<file path="src/rtl/sdft_pkg.sv">
// ---------------------------------------------------------------------------
// sdft_pkg
// Definitions shared by the sliding-DFT core, freq_bram and the spectrum
// sequencer: bin count, bin data width, bin index width and the sequencer
// state encoding.
// ---------------------------------------------------------------------------
package sdft_pkg;

    localparam int FREQ_BINS   = 16;
    localparam int FREQ_DATA_W = 16;
    localparam int BIN_W       = $clog2(FREQ_BINS);

    typedef enum logic [2:0] {
        ST_IDLE   = 3'd0,
        ST_SAMPLE = 3'd1,
        ST_SWAIT  = 3'd2,
        ST_READ   = 3'd3,
        ST_RWAIT  = 3'd4,
        ST_SQUARE = 3'd5,
        ST_SUM    = 3'd6,
        ST_WRITE  = 3'd7
    } state_t;

endpackage

</file>
<file path="src/rtl/mag_sq_clip.sv">
// ---------------------------------------------------------------------------
// mag_sq_clip
// Two-stage squared-magnitude pipeline: stage 1 squares re and im, stage 2
// sums them at full width, shifts right by MAG_SHIFT and saturates to
// MAG_MAX. The result register holds its value until the next valid word.
// Ports:
//   clk      in   clock
//   reset_n  in   asynchronous active-low reset
//   en       in   re/im valid, launches one word into stage 1
//   re, im   in   signed FREQ_DATA_W bin components
//   mag      out  clipped magnitude, zero-extended to FREQ_DATA_W
// ---------------------------------------------------------------------------
module mag_sq_clip #(
    parameter int FREQ_DATA_W = 16,
    parameter int MAG_SHIFT   = 8,
    parameter int MAG_MAX     = 639
) (
    input  logic                          clk,
    input  logic                          reset_n,
    input  logic                          en,
    input  logic signed [FREQ_DATA_W-1:0] re,
    input  logic signed [FREQ_DATA_W-1:0] im,
    output logic        [FREQ_DATA_W-1:0] mag
);

    localparam int SQ_W  = 2 * FREQ_DATA_W;
    localparam int SUM_W = SQ_W + 1;

    function automatic logic [FREQ_DATA_W-1:0] sat_mag(input logic [SUM_W-1:0] s);
        if (s > SUM_W'(MAG_MAX))
            return FREQ_DATA_W'(MAG_MAX);
        else
            return s[FREQ_DATA_W-1:0];
    endfunction

    logic signed [SQ_W-1:0]  w_sq_re_p0;
    logic signed [SQ_W-1:0]  w_sq_im_p0;
    logic        [SQ_W-1:0]  r_sq_re_p1;
    logic        [SQ_W-1:0]  r_sq_im_p1;
    logic                    r_vld_p1;
    logic        [SUM_W-1:0] w_sum_p1;
    logic        [FREQ_DATA_W-1:0] r_mag_p2;

    // (-2**(W-1))**2 = 2**(2W-2) still fits a 2W-bit square, so each square is
    // non-negative and can be treated as unsigned from here on.
    assign w_sq_re_p0 = SQ_W'(re) * SQ_W'(re);
    assign w_sq_im_p0 = SQ_W'(im) * SQ_W'(im);

    // ---- stage p0 -> p1: square ----
    always_ff @(posedge clk or negedge reset_n) begin
        if (!reset_n)
            r_vld_p1 <= 1'b0;
        else
            r_vld_p1 <= en;
    end

    always_ff @(posedge clk) begin
        if (en) begin
            r_sq_re_p1 <= w_sq_re_p0;
            r_sq_im_p1 <= w_sq_im_p0;
        end
    end

    // Extra bit keeps the sum of two maximal squares exact before the shift.
    assign w_sum_p1 = {1'b0, r_sq_re_p1} + {1'b0, r_sq_im_p1};

    // ---- stage p1 -> p2: sum, shift, saturate ----
    always_ff @(posedge clk or negedge reset_n) begin
        if (!reset_n)
            r_mag_p2 <= '0;
        else if (r_vld_p1)
            r_mag_p2 <= sat_mag(w_sum_p1 >> MAG_SHIFT);
    end

    assign mag = r_mag_p2;

endmodule

</file>
<file path="src/rtl/sdft_spectrum_ctrl.sv">
// ---------------------------------------------------------------------------
// sdft_spectrum_ctrl
// Sequencer between the ADC, the sliding-DFT core and freq_bram. Feeds one
// ADC sample per start/ready handshake; every 2**UPDATE_W samples it stops
// sampling, reads every bin in ascending order and writes the clipped
// squared magnitude of each bin into freq_bram.
// Ports:
//   clk, reset_n          clock, asynchronous active-low reset
//   adc                   raw ADC sample
//   sample                sample held for the core
//   fft_start / fft_read  one-cycle pulses to the core
//   fft_ready             core idle / bin data valid
//   bin_real / bin_imag   signed bin components from the core
//   bram_w_en/_addr/d_in  freq_bram write port
//   sweep_done            one-cycle pulse after the last bin write
// ---------------------------------------------------------------------------
module sdft_spectrum_ctrl #(
    parameter int  FREQ_BINS   = sdft_pkg::FREQ_BINS,
    parameter int  DATA_W      = 8,
    parameter int  FREQ_DATA_W = sdft_pkg::FREQ_DATA_W,
    parameter int  UPDATE_W    = 11,
    parameter int  MAG_SHIFT   = 8,
    parameter int  MAG_MAX     = 639,
    localparam int BIN_W       = $clog2(FREQ_BINS)
) (
    input  logic                          clk,
    input  logic                          reset_n,
    input  logic        [DATA_W-1:0]      adc,
    output logic        [DATA_W-1:0]      sample,
    output logic                          fft_start,
    output logic                          fft_read,
    input  logic                          fft_ready,
    input  logic signed [FREQ_DATA_W-1:0] bin_real,
    input  logic signed [FREQ_DATA_W-1:0] bin_imag,
    output logic                          bram_w_en,
    output logic        [BIN_W:0]         bram_w_addr,
    output logic        [FREQ_DATA_W-1:0] bram_d_in,
    output logic                          sweep_done
);

    import sdft_pkg::*;

    state_t                        r_state;
    state_t                        w_state_nxt;
    logic [UPDATE_W-1:0]           r_smp_cnt;
    logic [BIN_W-1:0]              r_bin;
    logic                          r_skip;
    logic                          r_done;
    logic [DATA_W-1:0]             r_sample;
    logic signed [FREQ_DATA_W-1:0] r_re;
    logic signed [FREQ_DATA_W-1:0] r_im;
    logic                          w_last_bin;
    logic                          w_capture;

    assign w_last_bin = (r_bin == BIN_W'(FREQ_BINS - 1));
    // The core drops ready one cycle late, so the first wait cycle is ignored.
    assign w_capture  = (r_state == ST_RWAIT) && !r_skip && fft_ready;

    always_comb begin
        w_state_nxt = r_state;
        fft_start   = 1'b0;
        fft_read    = 1'b0;
        bram_w_en   = 1'b0;
        case (r_state)
            ST_IDLE:   if (fft_ready) w_state_nxt = ST_SAMPLE;
            ST_SAMPLE: begin
                fft_start   = 1'b1;
                w_state_nxt = ST_SWAIT;
            end
            // Counter at zero here means this sample completed a batch.
            ST_SWAIT:  if (!r_skip && fft_ready)
                           w_state_nxt = (r_smp_cnt == '0) ? ST_READ : ST_IDLE;
            ST_READ:   begin
                fft_read    = 1'b1;
                w_state_nxt = ST_RWAIT;
            end
            ST_RWAIT:  if (w_capture) w_state_nxt = ST_SQUARE;
            ST_SQUARE: w_state_nxt = ST_SUM;
            ST_SUM:    w_state_nxt = ST_WRITE;
            ST_WRITE:  begin
                bram_w_en   = 1'b1;
                w_state_nxt = w_last_bin ? ST_IDLE : ST_READ;
            end
            default:   w_state_nxt = ST_IDLE;
        endcase
    end

    always_ff @(posedge clk or negedge reset_n) begin
        if (!reset_n) begin
            r_state   <= ST_IDLE;
            r_smp_cnt <= '0;
            r_bin     <= '0;
            r_skip    <= 1'b0;
            r_done    <= 1'b0;
            r_sample  <= '0;
        end else begin
            r_state <= w_state_nxt;
            r_skip  <= (r_state == ST_SAMPLE) || (r_state == ST_READ);
            r_done  <= (r_state == ST_WRITE) && w_last_bin;
            if ((r_state == ST_IDLE) && fft_ready)
                r_sample <= adc;
            if (r_state == ST_SAMPLE)
                r_smp_cnt <= r_smp_cnt + 1'b1;
            if (r_state == ST_WRITE)
                r_bin <= w_last_bin ? '0 : r_bin + 1'b1;
        end
    end

    always_ff @(posedge clk) begin
        if (w_capture) begin
            r_re <= bin_real;
            r_im <= bin_imag;
        end
    end

    // SQUARE launches the captured bin; the magnitude lands at the end of SUM.
    mag_sq_clip #(
        .FREQ_DATA_W (FREQ_DATA_W),
        .MAG_SHIFT   (MAG_SHIFT),
        .MAG_MAX     (MAG_MAX)
    ) u_mag (
        .clk     (clk),
        .reset_n (reset_n),
        .en      (r_state == ST_SQUARE),
        .re      (r_re),
        .im      (r_im),
        .mag     (bram_d_in)
    );

    assign sample      = r_sample;
    assign sweep_done  = r_done;
    assign bram_w_addr = {1'b0, r_bin};

endmodule

</file>
<file path="config.mk">
export PLATFORM = sky130hd
export DESIGN_NAME = sdft_spectrum_ctrl
export DESIGN_NICKNAME = d
export VERILOG_FILES = /design/src/rtl/sdft_pkg.sv /design/src/rtl/mag_sq_clip.sv /design/src/rtl/sdft_spectrum_ctrl.sv
export SDC_FILE = /design/constraint.sdc
export NUM_CORES = 1
export LEC_CHECK = 0
export BUFFER_PORTS_ARGS = -buffer_cell sky130_fd_sc_hd__buf_4
export CORE_AREA = 4 4 245 247
export DETAILED_ROUTE_END_ITERATION = 8
export DIE_AREA = 0 0 249 251
export PLACE_DENSITY = 0.68
export SETUP_SLACK_MARGIN = 0.5
export SLEW_MARGIN = 10
export SYNTH_ARGS = -nofsm -noshare
export SYNTH_HDL_FRONTEND = slang
export SYNTH_SLANG_ARGS = --single-unit
</file>
<file path="constraint.sdc">
create_clock -name clk -period 6.97 [get_ports clk]
set_input_delay 1.0455 -clock clk [delete_from_list [all_inputs] [get_ports clk]]
set_output_delay 1.0455 -clock clk [all_outputs]
set_load 0.05 [all_outputs]
</file>
* Yosys cells after proc, flatten, opt, wreduce, memory -nomap -nowiden
Index checks and enable logic that the tools add are counted.
** Storage, ports and cells
- Bits in registers :: 141
- Bits in latches :: 0
- RAM bits :: 0
- Bits in read-only memories :: 0
- Bits of input ports :: 43
- Output and inout bits :: 33
- Word-level logic and storage cells :: 50
- Memories :: 0
** Operators by class
- Add/subtract/negate cells :: 3
- Multipliers :: 2
- Divide/modulo/power cells :: 0
- Magnitude comparators :: 1
- Eq/ne operators :: 11
- Shift-type cells :: 0
- Muxes and demuxes :: 11
- Bitwise logic cells :: 0
- Reductions and logical operators :: 10
** Operators by type and width (count)
- multiplier 16 x 16 -> 32 bit :: 2
- adder 32 x 32 -> 33 bit :: 1
- > comparator 25 x 10 -> 1 bit, second input constant :: 1
- case mux 3 bit (8 select lines) :: 1
- 2-to-1 mux 16 bit :: 1
- equality test 3 bit, second input constant :: 4
- adder 11 x 1 -> 11 bit, second input constant :: 1
- logical NOT 11 bit :: 1
- 2-to-1 mux 3 bit :: 3
- equality test 3 x 2 -> 1 bit, second input constant :: 2
- != test 2 bit, second input constant :: 3
- logical AND 1 bit :: 5
- adder 4 x 1 -> 4 bit, second input constant :: 1
- equality test 4 bit, second input constant :: 1
- 2-to-1 mux 2 bit :: 2
- 2-to-1 mux 4 bit :: 1
- equality test 3 x 1 -> 1 bit, second input constant :: 1
- logical NOT 3 bit :: 1
- 2-to-1 mux 1 bit :: 3
- AND reduction 3 bit :: 1
- logical NOT 1 bit :: 1
- logical OR 1 bit :: 1

* Longest topological paths before layout
- Word-level depth :: 5
- Depth in mapped cells :: 25
- Gate-level depth less buffers :: 24

* Hierarchy
From an unflattened synthesis, not the netlist that was laid out.
** Second synthesis, totals
- Cells, all modules :: 2388
- Area total of the unflattened synthesis :: 23776.6 µm²
** Modules (own cells, without submodules)
- mag_sq_clip :: instances 1, cells an instance 2239, area an instance 21499.4 µm², sequential area each 2227.1 µm²
- sdft_spectrum_ctrl :: instances 1, cells an instance 149, area an instance 2277.2 µm², sequential area each 1661.6 µm²

* Least setup slack after synthesis
No wires, ideal clock.
- Path kind :: register to register
- Start :: register r_re[15]
- End :: register u_mag.r_sq_re_p1[31], data pin
- Library setup time :: 0.260 ns
- Arrival time :: 6.098 ns
- Data required time :: 6.710 ns
- Slack :: 0.612 ns
- Cell stages (with the launch flop) :: 20
- Path buffers :: 1
- Clock period less this slack :: 6.358 ns
- Cell sequence :: edfxtp_1 > inv_1 > buf_1 > nor2_1 > fa_1 > fa_1 > inv_1 > fa_1 > fa_1 > fa_1 > fa_1 > inv_1 > ha_1 > a21o_1 > or3_1 > a2111oi_1 > o41ai_1 > a41o_1 > a21oi_1 > xnor2_1
** Between the ends
- Word-level cells in the longest chain between the ends :: 1
** RTL lines
- start, declared :: RTL line sdft_spectrum_ctrl.sv:50 : logic signed [FREQ_DATA_W-1:0] r_re;
- start signal, assigned :: RTL line sdft_spectrum_ctrl.sv:111 : r_re <= bin_real;
- multiplier 16 x 16 -> 32 bit :: RTL line mag_sq_clip.sv:46 : assign w_sq_re_p0 = SQ_W'(re) * SQ_W'(re);
- named net u_mag.w_sq_re_p0[31] :: RTL line mag_sq_clip.sv:36 : logic signed [SQ_W-1:0] w_sq_re_p0;
- end signal, assigned :: RTL line mag_sq_clip.sv:59 : r_sq_re_p1 <= w_sq_re_p0;
- end, declared :: RTL line mag_sq_clip.sv:38 : logic [SQ_W-1:0] r_sq_re_p1;
The timed path passes the listed nets, and every way through them passes these cells.
A chain may end at the register's enable or synchronous reset.

* Worst setup path in the final report
- Start :: register r_re[3]
- End :: register u_mag.r_sq_re_p1[30], data pin
The elaborated chain is that of the path after synthesis.

==> flow_summary.ini <==
[setup_path]
r2r-start = r_re[3]
critPathBufInv = 5
worstPathMaxFanout = 6
rrSetupSlack_ns = 0.62
path_class = reg2reg
crit_cells = 22
path_delay_family = adder cells
timing.rr.end = u_mag.r_sq_re_p1[30]
cp_data_required_time_ns = 7.16
crit_end = u_mag.r_sq_re_p1[30]
crit_arrival_ns = 6.54
cp_slowest_cell = fa_1
worstRegToRegCells = 22
startpoint_type = register
path_cells = buf_4 > nand2_1 > inv_1 > fa_1 > inv_1 > fa_1 > fa_1 > fa_1 > inv_1 > fa_1 > fa_1 > ha_2 > nand4_1 > a211oi_2 > a221oi_2 > buf_4 > o311ai_4 > a31oi_4 > o21ai_2 > a21o_1 > a41oi_1 > xnor2_1
cp-startpoint = r_re[3]
critPathMostFrequentCell = fa_1
endpoint_kind = register
max_stage_delay_ns = 0.56

[timing]
tightestPinTransition_ns = 0.8399
tns_ns = 0
slew_violations = 0
finalSetupViolations = 0
post-route-period-util = 0.9114
finalHoldViolCount = 0
finalCriticalPeriod_ns = 6.352
slew_headroom = 0.4386
fin_hold_ws_ns = 0.4773
fin_skew_ns = 0.01990
max_freq_mhz = 157.4
rsz0062_at_grt = true

[clock_tree]
cts.sink_count = 137
clk_pin_slew_ns = 0.07
cts_buffers = 17
cts_tree = done
clk_root_buffer_cell = clkbuf_16
h-tree-depth = 4
clock_latency_ns = 0.46
max-clock-path-buffers = 2

[die]
core_region_area_mm2 = 0.05759
io_pins = 76
die_y_um = 251
die_w_um = 249
dieArea_mm2 = 0.06250
rows = 88
start_util = 0.4185

[final_layout]
fin_nets = 3314
area_growth_syn_to_layout_pct = 12.52
n_antenna_cell = 0
seqCellArea_mm2 = 0.003889
multi_input_area_mm2 = 0.01773
final_layout_size_suffix_gt1_frac = 0.1148
final_util = 0.4709
nFillCells = 5312

[grt]
grt_max_degree = 62
met2_usage = 0.3123
grt_pass1_wl_mm = 89.36
grt_overflow = 0
grt-busiest-layer = met2
met1_usage = 0.2199
use_met3 = 0.02679
grt_use_total = 0.1739
first_global_vias = 18860
antenna_found_initial = 0

[routing]
first_iter_violations = 852
drtPass1Iterations = 5
drc = 0
routedWlPerCell_um = 15.54
vias = 16820
routed_wl_mm = 52.37
via_per_inst = 4.992
ant_nets = 0

[worst_hold_path]
hp-class = reg2reg
min_path_cells = 1

[placed_design]
io_buffers = 74
finalWeightedCongestion = 0.8665
dp_hpwl_mm = 43.36

[synthesis]
synth_cells = 2448
yosysSeqAreaShare = 0.1614
synth_async_sr_flop_share = 0.3285
synth_edf_count = 92
syn_area_mm2 = 0.02410
synth.distinct_cells = 78
synthFlopType = edfxtp_1
syn_avg_cell_area_um2 = 9.845
ys_ff_latch = 137
yosys_warnings = 0
syn_nets = 3170

[flow_run]
cap_violations = 0

[outcome]
status = finished clean
-- cells in the final DEF (no fill, tap or decap), types with 10 or more instances in the layout --
cell         n
inv_1      669
fa_1       463
ha_1       201
buf_4      178
nand2_1    177
nor2_1     104
edfxtp_1    92
xnor2_1     86
and2_1      84
a21oi_1     68
a21o_1      48
dfrtp_1     45
o21ai_0     31
xor2_1      31
nor2b_1     20
nand3_1     18
clkbuf_16   17
o21a_1      16
and3_1      15
nor3_1      14
nand2b_1    13
mux2_2      11
nand4_1     10
-- flip-flops by register name (all words and copies together) (netlist names) --
signal            count
u_mag.mag            16
u_mag.r_vld_p1        1
sample                8
r_im                 16
u_mag.r_sq_im_p1     30
r_smp_cnt            11
r_skip                1
sweep_done            1
r_state               3
u_mag.r_sq_re_p1     30
r_re                 16
r_bin                 4
-- metrics by stage --
step	std cells	worst slack, ns	area (um2)
after CTS	3344	0.4700	26670
after floorplan	2448	0.6120	24100
after global placement	3276	0.2391	25750
final	3370	0.6179	27120
after global routing	3370	0.3429	27120
after detailed placement	3276	0.08217	25750
-- metal layers --
layer	share of wire	vias to the layer above
met1	0.41	8644
met5	0	-
li1	-	7767
met3	0.043	76
met2	0.52	337
met4	0.022	0
-- cell type report --
type / instances / area share
flip-flops and latches: 137 / 0.1434
well taps: 765 / 0.03530
clock buffers: 18 / 0.01583
clock inverters: 14 / 0.005537
inverters: 674 / 0.09343
repair buffers: 185 / 0.05251
multi-input cells: 1577 / 0.6540
-- how the worst min path moves through the flow --
stage | from | endpoint | slack, ns
detailed placement | r_smp_cnt[10] | r_smp_cnt[10] | 0.47
floorplan | r_smp_cnt[10] | r_smp_cnt[10] | 0.45
global route | u_mag.mag[15] | u_mag.mag[15] | 0.52
global placement | r_smp_cnt[10] | r_smp_cnt[10] | 0.47
finish | r_smp_cnt[10] | r_smp_cnt[10] | 0.48
CTS | r_smp_cnt[10] | r_smp_cnt[10] | 0.48
-- Yosys cell counts, types with 15 or more instances --
cell,number,area (um2)
nor2_1,107,401.6
o21ai_0,35,175.2
o21a_1,16,120.1
and2_1,85,531.8
edfxtp_1,92,2763
dfrtp_1,45,1126
nor3_1,15,75.07
a21o_1,48,360.4
xnor2_1,87,762.0
inv_1,673,2526
nand3_1,19,95.09
a21oi_1,70,350.3
and3_1,15,93.84
clkbuf_1,54,202.7
xor2_1,31,271.5
nand2_1,183,686.9
ha_1,211,2640
fa_1,468,9369
nor2b_1,20,125.1
-- what timing repair did --
action	4_1_cts	5_1_grt
hold buffers	0	0
setup endpoints to repair	9	16
resized for setup	15	53
setup buffers	36	26
pin swaps	3	15
-- logic make-up after synthesis --
group,count (synthesis),share of synthesized area
and+or+nand+nor,499,0.1000
buffers and inverters,734,0.1150
AOI/OAI and AO/OA,265,0.07544
xor gates and xnor gates,118,0.04288
muxes,15,0.006801
DFF,137,0.1614
other,1,0.0001556
adders and majority gates,679,0.4983
Power is left out: the tool's default activity adds up to more than one toggle a clock period on the data nets, which glitch-free logic cannot reach.
